--- src/rtl/uart_tx_sched_if.sv ---
// rtl/uart_tx_sched_if.sv - requester/line bundle for the shared UART transmitter
interface uart_tx_sched_if #(
    parameter int NUM_REQ = 4,
    parameter int DATA_W  = 8
);
    localparam int IDW = (NUM_REQ > 1) ? $clog2(NUM_REQ) : 1;

    logic                      baud_tick;
    logic [NUM_REQ-1:0]        req;
    logic [NUM_REQ*DATA_W-1:0] data;
    logic [NUM_REQ-1:0]        ack;
    logic [IDW-1:0]            grant_id;
    logic                      busy;
    logic                      tx;

    // Byte sources and baud generator side
    modport master (
        output baud_tick, req, data,
        input  ack, grant_id, busy, tx
    );

    // Scheduler/serializer side
    modport slave (
        input  baud_tick, req, data,
        output ack, grant_id, busy, tx
    );
endinterface

--- src/rtl/uart_tx_sched.sv ---
// rtl/uart_tx_sched.sv - round-robin requester scheduler and 8N1 serializer
module uart_tx_sched #(
    parameter int NUM_REQ = 4,
    parameter int DATA_W  = 8
) (
    input  logic             clk,
    input  logic             reset_n,
    uart_tx_sched_if.slave   bus
);
    localparam int IDW = (NUM_REQ > 1) ? $clog2(NUM_REQ) : 1;

    typedef enum logic [2:0] {
        IDLE      = 3'd0,
        WAIT_TICK = 3'd1,
        START     = 3'd2,
        DATA      = 3'd3,
        STOP      = 3'd4
    } state_t;

    state_t             state_q, state_d;
    logic [IDW-1:0]     last_grant_q, last_grant_d;
    logic [IDW-1:0]     grant_id_q, grant_id_d;
    logic [DATA_W-1:0]  shift_q, shift_d;
    logic [2:0]         bit_cnt_q, bit_cnt_d;
    logic               tx_q, tx_d;
    logic [NUM_REQ-1:0] ack_q, ack_d;

    logic [IDW-1:0]     winner;
    logic [IDW-1:0]     cand;
    logic               any_req;
    logic               grant;
    logic [DATA_W-1:0]  sel_byte;
    logic               tick;

    assign tick = bus.baud_tick;

    // Round-robin search starting one past the last granted requester
    always_comb begin
        winner  = '0;
        cand    = '0;
        any_req = 1'b0;
        for (int k = 1; k <= NUM_REQ; k++) begin
            cand = IDW'((int'(last_grant_q) + k) % NUM_REQ);
            if (!any_req && bus.req[cand]) begin
                winner  = cand;
                any_req = 1'b1;
            end
        end
    end

    // Byte of the current winner
    always_comb begin
        sel_byte = '0;
        for (int i = 0; i < NUM_REQ; i++) begin
            if (winner == IDW'(i)) begin
                sel_byte = bus.data[i*DATA_W +: DATA_W];
            end
        end
    end

    // State and datapath registers; reset drops the line to idle at once
    always_ff @(posedge clk or negedge reset_n) begin
        if (!reset_n) begin
            state_q      <= IDLE;
            last_grant_q <= IDW'(NUM_REQ - 1);
            grant_id_q   <= '0;
            shift_q      <= '0;
            bit_cnt_q    <= '0;
            tx_q         <= 1'b1;
            ack_q        <= '0;
        end else begin
            state_q      <= state_d;
            last_grant_q <= last_grant_d;
            grant_id_q   <= grant_id_d;
            shift_q      <= shift_d;
            bit_cnt_q    <= bit_cnt_d;
            tx_q         <= tx_d;
            ack_q        <= ack_d;
        end
    end

    // Next-state logic; requests are only looked at in IDLE and at the end of STOP
    always_comb begin
        state_d = state_q;
        grant   = 1'b0;
        case (state_q)
            IDLE: begin
                if (any_req) begin
                    grant   = 1'b1;
                    state_d = WAIT_TICK;
                end
            end
            WAIT_TICK: begin
                if (tick) state_d = START;
            end
            START: begin
                if (tick) state_d = DATA;
            end
            DATA: begin
                if (tick && bit_cnt_q == 3'(DATA_W - 1)) state_d = STOP;
            end
            STOP: begin
                if (tick) begin
                    if (any_req) begin
                        grant   = 1'b1;
                        state_d = START;
                    end else begin
                        state_d = IDLE;
                    end
                end
            end
            default: state_d = IDLE;
        endcase
    end

    // Output/datapath next values: grant latching, bit shifting, line level
    always_comb begin
        last_grant_d = last_grant_q;
        grant_id_d   = grant_id_q;
        shift_d      = shift_q;
        bit_cnt_d    = bit_cnt_q;
        tx_d         = tx_q;
        ack_d        = '0;
        if (grant) begin
            shift_d        = sel_byte;
            grant_id_d     = winner;
            last_grant_d   = winner;
            ack_d[winner]  = 1'b1;
        end
        case (state_q)
            IDLE: tx_d = 1'b1;
            WAIT_TICK: begin
                if (tick) tx_d = 1'b0;
            end
            START: begin
                if (tick) begin
                    tx_d      = shift_q[0];
                    bit_cnt_d = '0;
                end
            end
            DATA: begin
                if (tick) begin
                    if (bit_cnt_q == 3'(DATA_W - 1)) begin
                        tx_d = 1'b1;
                    end else begin
                        shift_d   = shift_q >> 1;
                        tx_d      = shift_q[1];
                        bit_cnt_d = bit_cnt_q + 3'd1;
                    end
                end
            end
            STOP: begin
                if (tick) tx_d = !any_req;
            end
            default: tx_d = 1'b1;
        endcase
    end

    assign bus.tx       = tx_q;
    assign bus.ack      = ack_q;
    assign bus.grant_id = grant_id_q;
    assign bus.busy     = (state_q != IDLE);
endmodule

--- src/flat_wrapper.sv ---
// flat-port wrapper written by rule: the top's interface ports become plain ports
module uart_tx_sched_flat 
#(
    parameter int NUM_REQ = 4,
    parameter int DATA_W  = 8
)
  (clk, reset_n, bus_baud_tick, bus_req, bus_data, bus_ack, bus_grant_id, bus_busy, bus_tx);
  uart_tx_sched_if #(.NUM_REQ(NUM_REQ), .DATA_W(DATA_W)) bus_i ();
  input  logic clk;
  input  logic reset_n;
  input wire logic [$bits(bus_i.baud_tick)-1:0] bus_baud_tick;
  input wire logic [$bits(bus_i.req)-1:0] bus_req;
  input wire logic [$bits(bus_i.data)-1:0] bus_data;
  output wire logic [$bits(bus_i.ack)-1:0] bus_ack;
  output wire logic [$bits(bus_i.grant_id)-1:0] bus_grant_id;
  output wire logic [$bits(bus_i.busy)-1:0] bus_busy;
  output wire logic [$bits(bus_i.tx)-1:0] bus_tx;
  assign bus_i.baud_tick = bus_baud_tick;
  assign bus_i.req = bus_req;
  assign bus_i.data = bus_data;
  assign bus_ack = bus_i.ack;
  assign bus_grant_id = bus_i.grant_id;
  assign bus_busy = bus_i.busy;
  assign bus_tx = bus_i.tx;
  uart_tx_sched #(.NUM_REQ(NUM_REQ), .DATA_W(DATA_W)) u_core (.clk(clk), .reset_n(reset_n), .bus(bus_i));
endmodule
--- config.mk ---
export PLATFORM = sky130hd
export DESIGN_NAME = uart_tx_sched_flat
export DESIGN_NICKNAME = d
export VERILOG_FILES = /design/src/rtl/uart_tx_sched_if.sv /design/src/rtl/uart_tx_sched.sv /design/src/flat_wrapper.sv
export SDC_FILE = /design/constraint.sdc
export NUM_CORES = 1
export LEC_CHECK = 0
export ABC_AREA = 1
export CAP_MARGIN = 20
export CORE_MARGIN = 2
export CORE_UTILIZATION = 50
export DETAILED_ROUTE_END_ITERATION = 12
export GPL_TIMING_DRIVEN = 0
export PLACE_DENSITY = 0.83
export RECOVER_POWER = 50
export SETUP_SLACK_MARGIN = 0.2
export SYNTH_ARGS = -nofsm -noshare
export SYNTH_HDL_FRONTEND = slang
export SYNTH_SLANG_ARGS = --single-unit
--- constraint.sdc ---
create_clock -name clk -period 5.77 [get_ports clk]
set_input_delay 1.154 -clock clk [delete_from_list [all_inputs] [get_ports clk]]
set_output_delay 1.154 -clock clk [all_outputs]
set_load 0.05 [all_outputs]
==> out/qor.txt, run 1 <==
Run status: completed
Synthesis-to-layout area growth: 31.58%
Dominant combinational cell family by area after synthesis: simple AND/OR/NAND/NOR gates
Die Outline Area: 3848 um2
Maximum Capacitance Violations: 0
Average detailed-routed wire length per instance: 12.15 um
Sort of element at the start of the critical path: input port
Final wirelength: 4.010 mm
Worst-margin pin slew: 1032 ps
Hold Path Class: reg2reg
Maximum number of buffers from clock root to sink: 2
Time the final worst path needs with I/O delays and setup: 3277 ps
Overall Global Routing Usage: 21.82%
Height of the chip: 62.04 um
Maximum fanout along the worst path: 10
Total power: 1.613 mW
Number of core rows: 21
Antenna violations before repair: 0
Max_slew headroom: 30.64%
Hold Fails Final Rpt: 0
Fraction of layout instances using a drive strength above 1: 15.49%
Final setup TNS: 0 ps
Via total after detailed routing: 1717
Finished layout cell area: 2216 um2
Worst setup timing slack at the placement stage: 2717 ps
Top-level I/O count: 47
Final Wtd Congestion: 0.8887
Number of antenna repair diodes: 0
First-pass GRT wire length: 6.334 mm
# clock sinks: 23
Classification of the worst setup path: in2reg
Syn. warnings: 0
Post-place instance area: 2202 um2
Total power divided by cell area: 728.1 nW/um2
Net count, final: 326
Register-to-register setup slack: 3240 ps
Root cell of the clock tree: sky130_fd_sc_hd__clkbuf_4
Mux cell area share after synthesis: 0.5944%
H-tree lvl count: 1
Mapped cell area: 1684 um2
Final setup violating endpoints: 0
Inserted Clock Buffers: 3
Flip-flop and latch count after synthesis: 23
Reg2Reg Depth: 7
Post-cts gate resize count: 0
Type of element capturing the critical path: flip-flop
Post-synthesis cell type count: 36
Worst ir drop on vdd: 0.0004364 V
Total overflow reported by the global router: 0
Routed Antenna Nets: 0
Overall die width: 62.04 um
Post-synthesis instance total: 233
Worst Slack Setup Final: 2493 ps
RSZ-0062 raised after global routing: false
Crit share post-route: 56.80%
Latest clock arrival within the worst-skew pair: 310 ps
Clock tree from TritonCTS: done
Synth Area in Simple Gates: 40.64%
Number of port buffers: 46
Hold Path Stages: 1
Synthesized Nets: 274
Maximum number of pins on one net before global-route repair: 24
Setup clock skew after layout: 4.141 ps
Lkg Pwr: 1.039 nW
Vias in the first global route: 1516
Arrival time of data at the critical path endpoint: 3460 ps
Effective utilization at floorplan: 51.28%
Achievable frequency: 305.1 MHz
Via-per-instance ratio: 5.203
Most common cell after layout, fill and taps aside: sky130_fd_sc_hd__nand2_1
Core region area: 3284 um2
Top library cells by usage in the layout, fill and taps aside: sky130_fd_sc_hd__nand2_1, sky130_fd_sc_hd__clkdlybuf4s50_1, sky130_fd_sc_hd__nand3_1
Compound-gate portion of the synthesized area: 12.78%
Number of buffers added to fix hold violations after cts: 0
Half-perimeter wire length after placement: 3.182 mm
Residual DRC count: 0
Data required time at the worst endpoint: 5950 ps
Detailed Route Iter0 Violations: 108
Average cell area after synthesis: 7.228 um2
Clock-pin slew of the registers on the worst-case setup and hold paths: 120 ps
Post-CTS Setup Repair Bufs: 0
Post-Synth XOR/XNOR Area: 0%
Fraction of the yosys area taken by sequential cells: 34.40%
Post-synthesis adder-cell area fraction: 1.486%
1st-pass router iterations: 4
Fin. max-slew vios: 0
==> kinds of logic (layout without fill, tap and decap cells) <==
group / Yosys count / count (layout)
buf+inv: 33 / 84
fa+ha+maj: 2 / 2
compound gates: 34 / 34
mux: 1 / 1
simple gates: 140 / 140
flops: 23 / 23
==> metrics by stage <==
| stage | hold slack (ps) | util (%) | cells |
|---|---|---|---|
| after floorplan | 457.3 | - | 233 |
| after global placement | 466.3 | 67.05 | 325 |
| after detailed placement | 479.8 | 67.05 | 325 |
| after CTS | 497.1 | 67.85 | 329 |
| after global routing | 528.7 | 67.47 | 330 |
| final | 487.6 | 67.47 | 330 |
==> layout make-up <==
class	count	area, um2
flip-flops and latches	23	579.3
fillers	289	1069
plain buffers	9	77.57
clock buffers	4	26.28
repair buffers	47	464.2
inverters	24	92.59
multi-input cells	177	918.4
well taps	46	57.56
==> worst max-delay path, stage by stage <==
cell and delay, ps:
sky130_fd_sc_hd__dlygate4sd3_1 620, sky130_fd_sc_hd__inv_1 110, sky130_fd_sc_hd__nor3_1 850, sky130_fd_sc_hd__inv_1 370, sky130_fd_sc_hd__o31ai_1 220, sky130_fd_sc_hd__mux2i_1 130
==> flip-flops by register name, indices dropped and copies added, names as in the netlist <==
| signal | cells |
|---|---|
| u_core.bit_cnt_q | 3 |
| u_core.shift_q | 8 |
| u_core.state_q | 3 |
| u_core.last_grant_q | 2 |
| u_core.bus.grant_id | 2 |
| u_core.bus.ack | 4 |
| u_core.bus.tx | 1 |
==> routing by layer <==
metal	vias to the layer above	part of all wire, %	track usage (%)
li1	880	-	-
met1	791	47	29.91
met2	40	49	35.57
met3	6	3.3	1.863
met4	0	1.3	8.511
met5	-	0	0
==> worst paths after layout <==
| kind | from | endpoint |
|---|---|---|
| max | bus_baud_tick | u_core.bit_cnt_q[0] |
| min in group asynchronous | reset_n | u_core.bus.grant_id[0] |
| min reg2reg | u_core.bit_cnt_q[0] | u_core.bit_cnt_q[0] |
| max in group asynchronous | reset_n | u_core.shift_q[3] |
| min | u_core.bit_cnt_q[0] | u_core.bit_cnt_q[0] |
| max reg2reg | u_core.state_q[1] | u_core.bit_cnt_q[0] |
==> synth_stat cells <==
cell                       n  area share, %
sky130_fd_sc_hd__a21oi_1   9            2.7
sky130_fd_sc_hd__a21oi_2   7            3.6
sky130_fd_sc_hd__a31oi_1   1           0.37
sky130_fd_sc_hd__buf_2     2           0.59
sky130_fd_sc_hd__buf_4     4            1.8
sky130_fd_sc_hd__buf_6     2            1.3
sky130_fd_sc_hd__buf_8     1           0.89
sky130_fd_sc_hd__dfrtp_1  20             30
sky130_fd_sc_hd__dfstp_2   3            4.7
sky130_fd_sc_hd__ha_1      2            1.5
sky130_fd_sc_hd__inv_1    19            4.2
sky130_fd_sc_hd__inv_2     4           0.89
sky130_fd_sc_hd__inv_4     1           0.37
sky130_fd_sc_hd__mux2i_1   1           0.59
sky130_fd_sc_hd__nand2_1  56             12
sky130_fd_sc_hd__nand2_2   5            1.9
sky130_fd_sc_hd__nand2_4   3            2.0
sky130_fd_sc_hd__nand3_1  32            9.5
sky130_fd_sc_hd__nand3_2   2            1.2
sky130_fd_sc_hd__nand4_1   6            2.2
sky130_fd_sc_hd__nand4_2   1           0.74
sky130_fd_sc_hd__nor2_1   25            5.6
sky130_fd_sc_hd__nor2_2    3            1.1
sky130_fd_sc_hd__nor2_4    2            1.3
sky130_fd_sc_hd__nor3_1    1           0.30
sky130_fd_sc_hd__nor3_2    1           0.59
sky130_fd_sc_hd__nor3_4    1           0.97
sky130_fd_sc_hd__nor4_1    1           0.37
sky130_fd_sc_hd__o21ai_0   8            2.4
sky130_fd_sc_hd__o21ai_1   3           0.89
sky130_fd_sc_hd__o21ai_2   1           0.52
sky130_fd_sc_hd__o22a_1    1           0.52
sky130_fd_sc_hd__o22ai_1   1           0.37
sky130_fd_sc_hd__o31ai_1   2           0.89
sky130_fd_sc_hd__o32ai_1   1           0.52
sky130_fd_sc_hd__or2_2     1           0.37
==> power breakdown <==
part	internal, mW	switching, mW	leakage (nW)	total, mW
sequential	0.253	0.0535	0.284	0.307
clock	0.0270	0.0467	0.0150	0.0737
combinational	0.464	0.769	0.740	1.23
Power figures use the tool's default switching activity.
==> inputs of run 2 (changes only) <==
--- a/config.mk
+++ b/config.mk
@@ -8,10 +8,10 @@
 export ABC_AREA = 1
 export CAP_MARGIN = 20
 export CORE_MARGIN = 2
-export CORE_UTILIZATION = 50
+export CORE_UTILIZATION = 43
 export DETAILED_ROUTE_END_ITERATION = 12
 export GPL_TIMING_DRIVEN = 0
-export PLACE_DENSITY = 0.83
+export PLACE_DENSITY = 0.76
 export RECOVER_POWER = 50
 export SETUP_SLACK_MARGIN = 0.2
 export SYNTH_ARGS = -nofsm -noshare
==> constraint.sdc (replaced) <==
create_clock -name clk -period 2.95 [get_ports clk]
set_input_delay 0.59 -clock clk [delete_from_list [all_inputs] [get_ports clk]]
set_output_delay 0.59 -clock clk [all_outputs]
set_load 0.05 [all_outputs]
==> run 2 against run 1 <==
Non-clock buffer count unchanged. Sequential power up 96%. Combinational power up 95%. Largest power group unchanged. Routed wire length down 3.9%. Largest cell class unchanged. Clock skew down 1.5 ps. Clock power rose to 2.6 times the previous value.
==> out/qor.txt, run 2 (synthesis gave the netlist of run 1 again) <==
Post-CTS Setup Repair Bufs: 0
Die Outline Area: 4433 um2
Sort of element at the start of the critical path: flip-flop
Clock tree from TritonCTS: done
Final setup violating endpoints: 0
Antenna violations before repair: 0
Inserted Clock Buffers: 3
Via-per-instance ratio: 5.066
Routed Antenna Nets: 0
Maximum number of pins on one net before global-route repair: 24
Register-to-register setup slack: 890 ps
Data required time at the worst endpoint: 2360 ps
Worst-case hold slack: 479.1 ps
Fin. max-slew vios: 0
Clock-pin slew of the registers on the worst-case setup and hold paths: 80 ps
Switching fraction of total power: 53.08%
Hold Fails Final Rpt: 0
End of the worst hold path: u_core.bit_cnt_q[0]
First-pass GRT wire length: 6.555 mm
# clock sinks: 23
Net count, final: 326
Run status: completed
Maximum number of buffers from clock root to sink: 2
Int Power: 1.497 mW
Worst-margin pin slew: 1053 ps
1st-pass router iterations: 5
Top-level I/O count: 47
Crit share post-route: 81.29%
Final wirelength: 3.854 mm
Classification of the worst setup path: reg2out
Number of port buffers: 46
Final Wtd Congestion: 0.8824
Maximum fanout along the worst path: 4
Most common cell after layout, fill and taps aside: sky130_fd_sc_hd__nand2_1
Setup clock skew after layout: 2.598 ps
Lkg Pwr: 1.059 nW
Synthesis-to-layout area growth: 33.80%
Total power: 3.190 mW
Maximum Capacitance Violations: 0
Reg2Reg Depth: 16
FF-to-FF End: u_core.shift_q[6]
Total overflow reported by the global router: 0
Post-cts gate resize count: 0
Register with the most flip-flops: u_core.shift_q
Hold Path Class: reg2reg
Worst Hold Launch: u_core.bit_cnt_q[0]
P_sw: 1.693 mW
Overall die width: 66.58 um
Max reg flops: 8
Top library cells by usage in the layout, fill and taps aside: sky130_fd_sc_hd__nand2_1, sky130_fd_sc_hd__clkdlybuf4s50_1, sky130_fd_sc_hd__nand3_1
Via total after detailed routing: 1682
Total power divided by cell area: 1416 nW/um2
Vias in the first global route: 1521
Worst ir drop on vdd: 0.0007804 V
Residual DRC count: 0
Height of the chip: 66.58 um
Flop pwr share: 18.9%
Root cell of the clock tree: sky130_fd_sc_hd__clkbuf_8
Half-perimeter wire length after placement: 3.092 mm
Achievable frequency: 417.0 MHz
Max_slew headroom: 29.77%
Portion of total power attributed to combinational logic: 75.1%
Type of element capturing the critical path: output pin
Latest clock arrival within the worst-skew pair: 260 ps
Worst Slack Setup Final: 552.0 ps
Effective utilization at floorplan: 45.32%
Average detailed-routed wire length per instance: 11.61 um
Final setup TNS: 0 ps
Startpoint of the worst-slack reg-to-reg timing path: u_core.last_grant_q[0]
Time the final worst path needs with I/O delays and setup: 2398 ps
Detailed Route Iter0 Violations: 135
RSZ-0062 raised after global routing: false
Core region area: 3716 um2
Hold Path Stages: 1
Arrival time of data at the critical path endpoint: 1810 ps
Number of core rows: 22
Number of antenna repair diodes: 0
H-tree lvl count: 1
Worst setup timing slack at the placement stage: 482.2 ps
Fraction of layout instances using a drive strength above 1: 16.55%
Number of buffers added to fix hold violations after cts: 0
Overall Global Routing Usage: 18.82%
Share of power burned in the clock network: 6.0%
## run 2: cell count changes in the layout (fill, tap and decap cells not counted), sizes merged
| cell | change |
|---|---|
| clkdlybuf4s50 | -3 |
| dlygate4sd3 | +3 |
## run 2: worst max-delay path by stage
stage | startpoint | cells after the start | slack (ps) | endpoint
global route | u_core.state_q[1] | 5 | 420 | bus_busy
global placement | bus_req[0] | 15 | 500 | u_core.shift_q[5]
floorplan | u_core.last_grant_q[0] | 15 | 1100 | u_core.shift_q[4]
detailed placement | bus_req[0] | 15 | 480 | u_core.shift_q[5]
finish | u_core.state_q[1] | 5 | 550 | bus_busy
CTS | u_core.state_q[1] | 5 | 560 | bus_busy
## run 2: power groups by stage
stage	registers, mW	logic (mW)	clock network, mW
finish	0.601	2.40	0.193
global route	0.620	2.67	0.215
CTS	0.602	2.41	0.199
detailed placement	0.608	2.41	0
global placement	0.602	2.37	0
floorplan	0.742	1.74	0
## run 2: area by class of cell
class | count | area, um2
sequential | 23 | 579.3
fill | 348 | 1463
multi-input combinational | 177 | 934.6
buffer | 9 | 77.57
tap | 48 | 60.06
inverter | 24 | 92.59
clock buffer | 4 | 45.04
timing repair buffer | 47 | 464.2
## run 2: per-layer routing
metal	share of wire (%)	vias to the layer above	GRT usage, %
li1	-	875	-
met1	47	760	26.24
met2	49	45	30.88
met3	4.2	2	2.365
met4	0.54	0	4.592
met5	0	-	0
## run 2: critical path: stages (launching register included)
cell                              delay, ps
sky130_fd_sc_hd__dfrtp_1                410
sky130_fd_sc_hd__nor2_1                  80
sky130_fd_sc_hd__inv_1                   90
sky130_fd_sc_hd__nor2_1                  50
sky130_fd_sc_hd__inv_1                  110
sky130_fd_sc_hd__clkdlybuf4s50_1        810
## run 2: stage by stage
stage	cell area (um2)	instances	util, %
2_1_floorplan	1684	233	-
3_3_place_gp	2205	327	59.33
3_5_place_dp	2205	327	59.33
4_1_cts	2250	331	60.54
5_1_grt	2253	332	60.64
6_report	2253	332	60.64
==> patch: new RTL, config.mk and constraints of run 2 <==
`NUM_REQ` is set to 4 in 3 places; all go to 2.
--- a/src/rtl/uart_tx_sched_if.sv
+++ b/src/rtl/uart_tx_sched_if.sv
@@ -2,3 +2,3 @@
 interface uart_tx_sched_if #(
-    parameter int NUM_REQ = 4,
+    parameter int NUM_REQ = 2,
     parameter int DATA_W  = 8
--- a/src/rtl/uart_tx_sched.sv
+++ b/src/rtl/uart_tx_sched.sv
@@ -2,3 +2,3 @@
 module uart_tx_sched #(
-    parameter int NUM_REQ = 4,
+    parameter int NUM_REQ = 2,
     parameter int DATA_W  = 8
--- a/src/flat_wrapper.sv
+++ b/src/flat_wrapper.sv
@@ -3,3 +3,3 @@
 #(
-    parameter int NUM_REQ = 4,
+    parameter int NUM_REQ = 2,
     parameter int DATA_W  = 8
Interface: changed (resized bus_ack, bus_data, bus_grant_id and bus_req); port bits go from 47 to 26. The function was not compared with the original's and may differ.
==> patch against run 2 <==
  * Global-route usage decreased by 0.50 points
  * Cell area decreased by 37%
  * Power decreased by 57%
  * Wire length decreased by 38%
  * Worst hold slack improved by 13 ps
  * Setup slack improved by 20 ps
  * Critical path depth decreased by 2
  * Clock skew decreased by 0.91 ps
  * Utilization decreased by 3.1 points
  * Via count decreased by 36%
  * Synthesized area decreased by 35%
  * Sequential cell count decreased by 4
  * Register-to-register slack improved by 370 ps
  * Highest routed layer unchanged
==> patch: results (changes against run 2) <==
metric;value;unit;change
status;completed;;unchanged
Iter 0 DRT Violations;23;;was 135
synth top area cells;dfrtp_1, nand2_1, nand3_1, a21oi_1, dfstp_2;;was dfrtp_1, nand2_1, nand3_1, nor2_1, dfstp_2
Mean Syn Cell Area;7.381;um^2;was 7.228 um^2
syn nets;172;;was 274
Power Total;1.369;mW;was 3.190 mW
pre-CTS setup slack;773.9;ps;was 482.2 ps
Post-CTS Resized;0;;unchanged
fillers;259;;was 348
largest net degree at the start of global routing;20;;was 24
vias;1072;;was 1682
sequential fraction of the synthesis area;43.46;%;was 34.40%
Comb power;0.761;mW;was 2.40 mW
Clock Tree Root;clkbuf_4;;was clkbuf_8
Worst VDD drop;0.0005491;V;was 0.0007804 V
final layout net count;202;;was 326
vias in the first global route;930;;was 1521
setup bufs post-CTS;0;;unchanged
biggest regs;u_core.shift_q x8, u_core.bit_cnt_q x3, u_core.state_q x3;;
share of post-route cells with drive strength above 1;9.551;%;was 16.55%
routability cong.;0.8149;;was 0.8824
Unique masters post-synth;22;;was 36
clock transition at the registers of the reported paths;110;ps;was 80 ps
WL final;2377;um;was 3854 um
Clock power frac;9.7;%;was 6.0%
final setup skew;1.692;ps;was 2.598 ps
Leakage;0.6866;nW;was 1.059 nW
Post-synth top cells;nand2_1, nand3_1, dfrtp_1, a21oi_1;;was nand2_1, nand3_1, nor2_1, dfrtp_1, inv_1
first drt pass iteration count;4;;was 5
clk_lat worst skew;300;ps;was 260 ps
antenna violations before repair;0;;unchanged
HP Class;flop to flop;;unchanged
vias per cell;5.154;;was 5.066
Reg area;478.0;um^2;was 579.3 um^2
Synth warnings;0;;unchanged
Worst Path Arrival;1790;ps;was 1810 ps
Crit Path Max Fanout;8;;was 4
DP Area;1388;um^2;was 2205 um^2
dpl hpwl;1791;um;was 3092 um
Int Pwr;0.7361;mW;was 1.497 mW
CTS buffer count;3;;unchanged
GRT Util Overall;18.32;%;was 18.82%
IO buf count;25;;was 46
depth of the CTS H-tree;1;;unchanged
ANT cells;0;;unchanged
worst-margin pin slew;895.5;ps;was 1053 ps
first-pass GRT wire length;3884;um;was 6555 um
[patch: cell families after synthesis]
| family | count (synthesis) | share of synthesized area (%) |
|---|---|---|
| compound gates | 19 | 8.987 |
| fa+ha+maj | 2 | 2.275 |
| buf+inv | 17 | 7.737 |
| flops | 19 | 43.46 |
| simple gates | 92 | 37.54 |
[patch: worst max-delay path, stage by stage, from the launching register on]
cell and delay, ps:
dfrtp_1 530, nor2_4 100, nand2_1 70, clkdlybuf4s50_1 790
[patch: per-layer routing]
layer | track usage [%] | wire (um) | vias to the layer above
met5 | 0 | 0 | -
li1 | - | - | 540
met4 | 7.500 | 37 | 0
met3 | 2.459 | 108 | 5
met1 | 21.05 | 1006 | 498
met2 | 33.73 | 1225 | 29
[patch: path summary, 6_finish.rpt]
check | cells after the start | slack, ps | end | startpoint
worst max-delay path | 3 | 570 | bus_busy | u_core.state_q[0]
worst min-delay path | 2 | 490 | u_core.bit_cnt_q[2] | u_core.bit_cnt_q[2]
worst max register to register | 9 | 1260 | u_core.shift_q[2] | u_core.bit_cnt_q[0]
worst min register to register | 2 | 490 | u_core.bit_cnt_q[2] | u_core.bit_cnt_q[2]
max in group asynchronous | 1 | 1550 | u_core.shift_q[7] | reset_n
min in group asynchronous | 1 | 850 | u_core.bit_cnt_q[2] | reset_n
[patch: area by class of cell]
| cell class | instances | share of cell area, % |
|---|---|---|
| Tap cell | 30 | 2.660 |
| Inverter | 12 | 3.191 |
| Clock buffer | 4 | 1.862 |
| Multi-Input combinational cell | 113 | 37.85 |
| Buffer | 5 | 2.837 |
| Sequential cell | 19 | 33.87 |
| Timing Repair Buffer | 25 | 17.73 |
